## src/rtl/mag_com_4bit.sv

```systemverilog
// Registered WIDTH-bit magnitude comparator with 7485-style cascade inputs.
// Define MAG_COM_SIGNED_EN to compare a/b as two's complement instead of unsigned.
module mag_com_4bit #(
  parameter int WIDTH = 4
) (
  input  logic             clk,
  input  logic             rst,
  input  logic             in_vld,
  input  logic [WIDTH-1:0] a,
  input  logic [WIDTH-1:0] b,
  input  logic             gt_in,
  input  logic             eq_in,
  input  logic             lt_in,
  output logic             e,
  output logic             g,
  output logic             l,
  output logic             out_vld
);

  logic a_gt;
  logic a_lt;
  logic nxt_e;
  logic nxt_g;
  logic nxt_l;

`ifdef MAG_COM_SIGNED_EN
  assign a_gt = $signed(a) > $signed(b);
  assign a_lt = $signed(a) < $signed(b);
`else
  assign a_gt = a > b;
  assign a_lt = a < b;
`endif

  // On equal operands the lower-order stage decides; gt wins over lt, and
  // anything else (including an all-zero cascade) resolves to equal.
  always_comb begin
    nxt_e = 1'b0;
    nxt_g = 1'b0;
    nxt_l = 1'b0;
    if (a_gt) begin
      nxt_g = 1'b1;
    end else if (a_lt) begin
      nxt_l = 1'b1;
    end else if (gt_in) begin
      nxt_g = 1'b1;
    end else if (lt_in) begin
      nxt_l = 1'b1;
    end else begin
      nxt_e = 1'b1;
    end
  end

  // eq_in only matters for documentation of the cascade contract; the
  // resolution above already treats "neither gt nor lt" as equal.
  logic unused_eq;
  assign unused_eq = eq_in;

  always_ff @(posedge clk or posedge rst) begin
    if (rst) begin
      e       <= 1'b0;
      g       <= 1'b0;
      l       <= 1'b0;
      out_vld <= 1'b0;
    end else begin
      out_vld <= in_vld;
      if (in_vld) begin
        e <= nxt_e;
        g <= nxt_g;
        l <= nxt_l;
      end
    end
  end

endmodule

```

## config.mk

```make
export PLATFORM = sky130hd
export DESIGN_NAME = mag_com_4bit
export DESIGN_NICKNAME = d
export VERILOG_FILES = /design/src/rtl/mag_com_4bit.sv
export SDC_FILE = /design/constraint.sdc
export NUM_CORES = 1
export LEC_CHECK = 0
export CAP_MARGIN = 25
export CORE_AREA = 2 2 39 41
export CTS_BUF_LIST = sky130_fd_sc_hd__clkbuf_8
export CTS_CLUSTER_DIAMETER = 80
export DETAILED_ROUTE_END_ITERATION = 10
export DIE_AREA = 0 0 41 43
export HOLD_SLACK_MARGIN = 0.12
export PLACE_DENSITY = 0.49
export SETUP_SLACK_MARGIN = 0.02
export SLEW_MARGIN = 5
export SYNTH_ARGS = -nofsm -noshare
export SYNTH_HDL_FRONTEND = slang
export SYNTH_SLANG_ARGS = --single-unit
```

## constraint.sdc

```tcl
create_clock -name clk -period 1.82 [get_ports clk]
set_input_delay 0.364 -clock clk [delete_from_list [all_inputs] [get_ports clk]]
set_output_delay 0.364 -clock clk [all_outputs]
set_load 0.005 [all_outputs]
```

# [After elaboration in Yosys (flattened, before gate mapping)]
# Index checks and enable logic that the tools add are counted.
[op_classes] magnitude_cmp=2 mux=11
[ops] operator="1-bit 2-to-1 mux" n=11
[ops] operator="4-bit > comparator" n=1
[ops] operator="4-bit < comparator" n=1
[word_totals] wordCells=17 input_bits=14 output_inout_bits=4 ff_bits=4

# [Longest topological paths before layout]
[depth] depth_word=4 ltp_mapped=6 mapped_depth_nobuf=6

# [Worst setup path before layout]
# OpenSTA, ideal clock, no wires.
[synth_path] kind="input to register" from="in b[3]" to="reg g" cell_stages=6 t_required_ns=1.700 slack_ns=0.534 arrival_ns=1.166 cell_sequence="inv_1 -> ha_1 -> nand2_2 -> nor3_4 -> inv_1 -> a31o_1"
[synth_between] elab_chain_len=3 elab_cells_between_ends=4
[synth_lines] item="start: declaration" line="10" source="input logic [WIDTH-1:0] b,"
[synth_lines] item="4-bit < comparator" line="31" source="assign a_lt = a < b;"
[synth_lines] item="1-bit 2-to-1 mux" line="42" source="end else if (a_lt) begin"
[synth_lines] item="1-bit 2-to-1 mux *" line="40" source="if (a_gt) begin"
[synth_lines] item="end signal: assignment" line="68" source="g <= nxt_g;"
[synth_lines] item="end: declaration" line="15" source="output logic g,"
# Every way passes the cells marked *; elsewhere a longest branch is shown, timed or not.
# A chain may end at the register's enable or synchronous reset.

# [Worst setup path in the final report]
# Ends and elaborated chain as after synthesis.

==> summary.md <==
| Metric | Value |
|---|---|
| Post-CTS Repair Setup Buffers | `0` |
| Area share of the largest cell type after synthesis | `37.56%` |
| Mean Syn Cell Area | `9.190 um^2` |
| CTS max path bufs | `2` |
| Synth Instances | `29` |
| Setup Viol. Count Final | `0` |
| Largest area contributor in the netlist | `dfrtp_1` |
| Sequential share of the synthesized area | `37.56%` |
| Gr ovfl total | `0` |
| Minimum clock period | `1.585 ns` |
| Die Y | `around 43 um` |
| Gpl congestion | `0.7247` |
| Crit Path Max Fanout | `3` |
| DRC | `0` |
| Synth cell types | `13` |
| Main flop type after synthesis | `dfrtp_1` |
| Ant. Diodes | `0` |
| CTS resizes | `0` |
| Share of layout cells above drive strength 1 | `10.42%` |
| Overall Power | `approximately 0.37 mW` |
| I/O Pins | `18` |
| Pwr dens | `750.4 mW/mm^2` |
| Vias in the first global route | `265` |
| Wire per inst | `8.297 um` |
| Tcrit/Tclk final | `87.07%` |
| CTS Buf Count | `3` |
| Worst setup EP type | `register` |
| Iter 0 DRT Violations | `3` |
| CTS tree | `built` |
| Initial antenna violation count | `0` |
| Skew final | `0 ns` |
| Setup crit start | `b[3]` |
| Outcome | `complete, no violations` |
| Maximum VDD drop | `0.0002907 V` |
| DRT Wirelength | `531 um` |
| Commonest cells in the netlist | `8 x inv_1, 4 x dfrtp_1, 4 x ha_1` |
| Relative slew slack | `84.45%` |
| Fmax | `approximately 630 MHz` |
| Clk_lat worst skew | `0.21 ns` |
| DR pass1 iterations | `3` |
| DR vias/cell | `3.844` |
| P_leak | `0.2352 nW` |
| WS Path Type | `input pin to register` |
| Fin. Hold Viols | `0` |
| Unrepaired setup endpoints after global routing | `no` |
| Worst hold path class | `input pin to async pin` |
| Initial Util | `19.26%` |
| Hold_buf cts | `0` |
| GRT Util Overall | `8.174%` |
| Syn nets | `47` |
| Placed Area | `446.7 um^2` |
| Global-route wire length before repair | `around 950 um` |
| Routed via count | `246` |
| Worst Path Required | `1.92 ns` |
| Die ar. | `0.001763 mm^2` |
| EDFF count, synth | `0` |
| P&R area growth vs syn | `83.10%` |
| Max cap viols | `0` |
| Syn. warnings | `0` |
| Seq cells post-synth | `4` |
| Core area | `0.001384 mm^2` |
| Reg-to-reg startpoint | `e` |
| Hpwl dp | `between 400 and 500 um` |
| Number of core rows | `14` |
| Root Buffer Master | `clkbuf_8` |
| Layout Nets | `68` |
| Async set-reset flop share out of synthesis | `100.0%` |
| Crit start category | `input pin` |
| Hold Slack | `0.3278 ns` |
| Die width | `41 um` |
| PortBufs | `16` |
| CP arrival | `1.69 ns` |
| Clock slew at reported path FFs | `0.03 ns` |
| Largest net degree at the start of global routing | `8` |
| Top-count cell post-synth | `inv_1` |
| Antenna Nets Post-Route | `0` |
| Top cells by area, synth | `dfrtp_1 38%, ha_1 19%, inv_1 11%, nor3_4 6.1%, nor2b_1 4.7%` |
| Max-slew violation count | `0` |
| R2r worst-path depth | `2` |
| Setup tns final | `0 ns` |
| Mapped Area | `around 270 um^2` |
| Fin area | `about 490 um^2` |
| Clock sink count | `4` |
| Worst-margin pin slew | `0.2317 ns` |
| Htree depth | `1` |
-- path summary, 6_finish.rpt --
check	to	slack [ns]
hold / removal	out_vld	0.33
hold reg to reg	l	0.54
max in group asynchronous	e	1.35
setup reg to reg	e	1.00
min in group clk	l	0.54
setup / recovery	g	0.24
-- registers in the layout, summed over array words and instances (netlist names) --
name     flops
g            1
out_vld      1
e            1
l            1
-- metrics by stage --
stage / utilization [%] / setup slack, ns / instances
after floorplan: - / 0.5341 / 29
after detailed placement: 32.28 / 0.01256 / 61
after global routing: 35.26 / 0.1197 / 64
after CTS: 35.26 / 0.2285 / 64
final: 35.26 / 0.2353 / 64
after global placement: 32.28 / 0.01865 / 61
-- cells by family (layout without fill, tap and decap cells) --
kind of cell    after synthesis  after routing  share of synthesized area (%)
buf+inv                       8             27                          11.27
simple gates                  7              7                          17.37
compound gates                6              6                          15.02
fa+ha+maj                     4              4                          18.78
flops                         4              4                          37.56
-- area by class of cell --
class                      count  area (um^2)
timing repair buffer          16        160.2
sequential                     4        100.1
multi-input combinational     17        136.4
tap                           16        20.02
clock buffer                   3        41.29
fill                         153        895.9
inverter                       8        30.03
-- critical path: stages --
cell,delay [ns]
clkdlybuf4s50_1,0.45
inv_1,0.04
ha_1,0.30
nand2_2,0.08
nor3_4,0.19
inv_1,0.06
a31o_1,0.21
-- where the power goes --
group          total (mW)  leakage, nW  internal (mW)  switching, mW
logic              0.0789        0.165         0.0498         0.0290
registers           0.100       0.0489         0.0971        0.00302
clock network       0.187       0.0216          0.141         0.0461
-- cells in the final DEF, fill, tap and decap left out --
cell,n
o21ai_1,1
nand2_1,2
a31o_1,1
nor3_4,1
clkbuf_8,3
nor2b_1,2
clkdlybuf4s50_1,16
dfrtp_1,4
inv_1,8
a41o_1,1
nand2_2,1
nor2_1,1
a31oi_1,1
a21oi_1,2
ha_1,4
-- routing by layer --
| layer | GRT usage, % | wire (um) | part of all wire, % |
|---|---|---|---|
| met1 | 9.804 | 248 | 47 |
| met3 | 3.141 | 20 | 3.8 |
| met5 | 0 | 0 | 0 |
| met2 | 11.25 | 261 | 49 |
| met4 | 6.000 | 0 | 0 |
Power figures use the tool's default switching activity.
==> patch, RTL diff (config.mk and constraints unchanged) <==
Register the output `g` once more, cleared by the reset; this adds one clock of latency there. The other outputs are not delayed to match.
--- a/src/rtl/mag_com_4bit.sv
+++ b/src/rtl/mag_com_4bit.sv
@@ -16,6 +16,8 @@
   output logic             l,
   output logic             out_vld
 );
+
+  logic g_s0;
 
   logic a_gt;
   logic a_lt;
@@ -58,18 +60,26 @@
   always_ff @(posedge clk or posedge rst) begin
     if (rst) begin
       e       <= 1'b0;
-      g       <= 1'b0;
+      g_s0    <= 1'b0;
       l       <= 1'b0;
       out_vld <= 1'b0;
     end else begin
       out_vld <= in_vld;
       if (in_vld) begin
         e <= nxt_e;
-        g <= nxt_g;
+        g_s0 <= nxt_g;
         l <= nxt_l;
       end
     end
   end
 
+  always_ff @(posedge clk or posedge rst) begin
+    if (rst) begin
+      g <= '0;
+    end else begin
+      g <= g_s0;
+    end
+  end
+
 endmodule
 
Behaviour: not the same (Yosys sat finds a counterexample within 4 cycles, from zero or initial values and one cycle with rst high).
==> patch against the original RTL <==
  * Utilization rose by 2.1 points
  * Register-to-register slack improved by 20 ps
  * Setup slack improved by 3.8 ps
  * Count of clock-buffer cells in the layout did not move
  * Cell count rose by 3.1%
  * Cell area rose by 5.9%
  * Maximum frequency rose by 0.24%
  * Wire length rose by 9.4%
  * Global-route usage rose by 2.4 points
  * Area after synthesis rose by 9.4%
  * Power rose by 11%
  * Sequential cell count rose by 1
==> patch: results (changes against the original RTL) <==
status=finished, final reports clean; Synth top cells by count=inv_1 (8), dfrtp_1 (5), ha_1 (4); largest stage delay on the critical path=450 ps (about the same); Slew HR=84.4% (about the same); slowest CP cell=clkdlybuf4s50_1; PostCTS Resize Cnt=0 (unchanged); Initial DRC Count=0 (-3); via count=269 (+9.3%); worst-skew pair later-pin latency=220 ps; Leak Pwr=0.253 nW (+7.6%); Layout Skew=2.11 ps (+2.11 ps); sequential area share after synthesis=42.9% (+5.4 points); Max VDD drop=0.259 mV (-11%); Hold WC Path Type=input port to asynchronous set/reset pin; Placed Area=472 um^2 (+5.6%); Routed WL per cell=8.80 um (+6.1%); Clock Tree Root=clkbuf_8; crit path max fanout=3 (unchanged); synth top area cells=dfrtp_1 (43%), ha_1 (17%), inv_1 (10%), nor3_4 (5.6%), nor2b_1 (4.3%); area grow syn2layout=77.3%; total track usage=10.6% (+2.4 points); final-report max-slew violation count=0 (unchanged); first-pass GRT wire length=1040 um (+8.7%); initial antenna violation count=0 (unchanged); Critical Path AT=1690 ps (about the same); Post-Syn Nets=48 (+2.1%); TritonRoute pass-1 iters=1 (-2); TritonCTS Buffers=3 (unchanged); fillers=154 (+0.65%); clk slew on worst S/H paths=30 ps (about the same); share of layout cells above drive strength 1=10.0% (-0.42 points); DP HPWL=479 um (+13%); H-tree lvl count=1 (unchanged); Port Buf Inserts=16 (unchanged); fin nets=69 (+1.5%); worst-case reg-to-reg path depth=2 (unchanged); RD Place Congestion=0.631 (-13%)
patch: cell count changes after synthesis:
cell	change
dfrtp_1	+1
patch: cell type report:
type | instances | share of cell area, %
clock buffers | 3 | 7.99
clock inverters | 1 | 0.726
inverters | 8 | 5.81
multi-input cells | 17 | 26.4
flip-flops and latches | 5 | 24.2
well taps | 16 | 3.87
repair buffers | 16 | 31.0
patch: worst paths after layout:
check | startpoint | endpoint | slack (ps)
worst max register to register | e$_DFFE_PP0P_ | e$_DFFE_PP0P_ | 1020
min in group clk | g_s0$_DFFE_PP0P_ | g$_DFF_PP0_ | 370
worst min register to register | g_s0$_DFFE_PP0P_ | g$_DFF_PP0_ | 370
worst min-delay path | rst | l$_DFFE_PP0P_ | 340
max in group asynchronous | rst | g_s0$_DFFE_PP0P_ | 1310
worst max-delay path | b[3] | g_s0$_DFFE_PP0P_ | 240
patch: logic make-up after synthesis:
kind of cell / synth area share, %
buffers and inverters: 10.3
flip-flops: 42.9
AND/OR/NAND/NOR: 15.9
AO/OA/AOI/OAI: 13.7
adder cells (fa/ha/maj): 17.2
patch: routing by layer:
metal | global-route usage (%) | up-vias | part of all wire (%)
li1 | - | 137 | -
met1 | 9.42 | 114 | 38
met2 | 12.5 | 13 | 44
met3 | 6.28 | 5 | 9.3
met4 | 16.0 | 0 | 9.3
met5 | 0 | - | 0
patch: critical path, delay by kind of cell:
family	cells	cell delay, ps
AO/OA/AOI/OAI	1	210
adder cells (fa/ha/maj)	1	290
AND/OR/NAND/NOR	2	280
buffers and inverters	3	550
patch: through the flow:
stage	std cells	setup WS, ps	hold WS (ps)	power, W
after CTS	66	226	343	0.000417
final	66	239	343	0.000406
after global placement	62	6.52	365	0.000208
after floorplan	30	534	143	0.000159
after detailed placement	62	-2.42	361	0.000209
after global routing	66	116	370	0.000434
patch: power breakdown:
group	internal, W	leakage, nW	switching, W
logic	0.0000499	0.165	0.0000290
registers	0.000123	0.0614	0.00000420
clock network	0.000145	0.0269	0.0000561
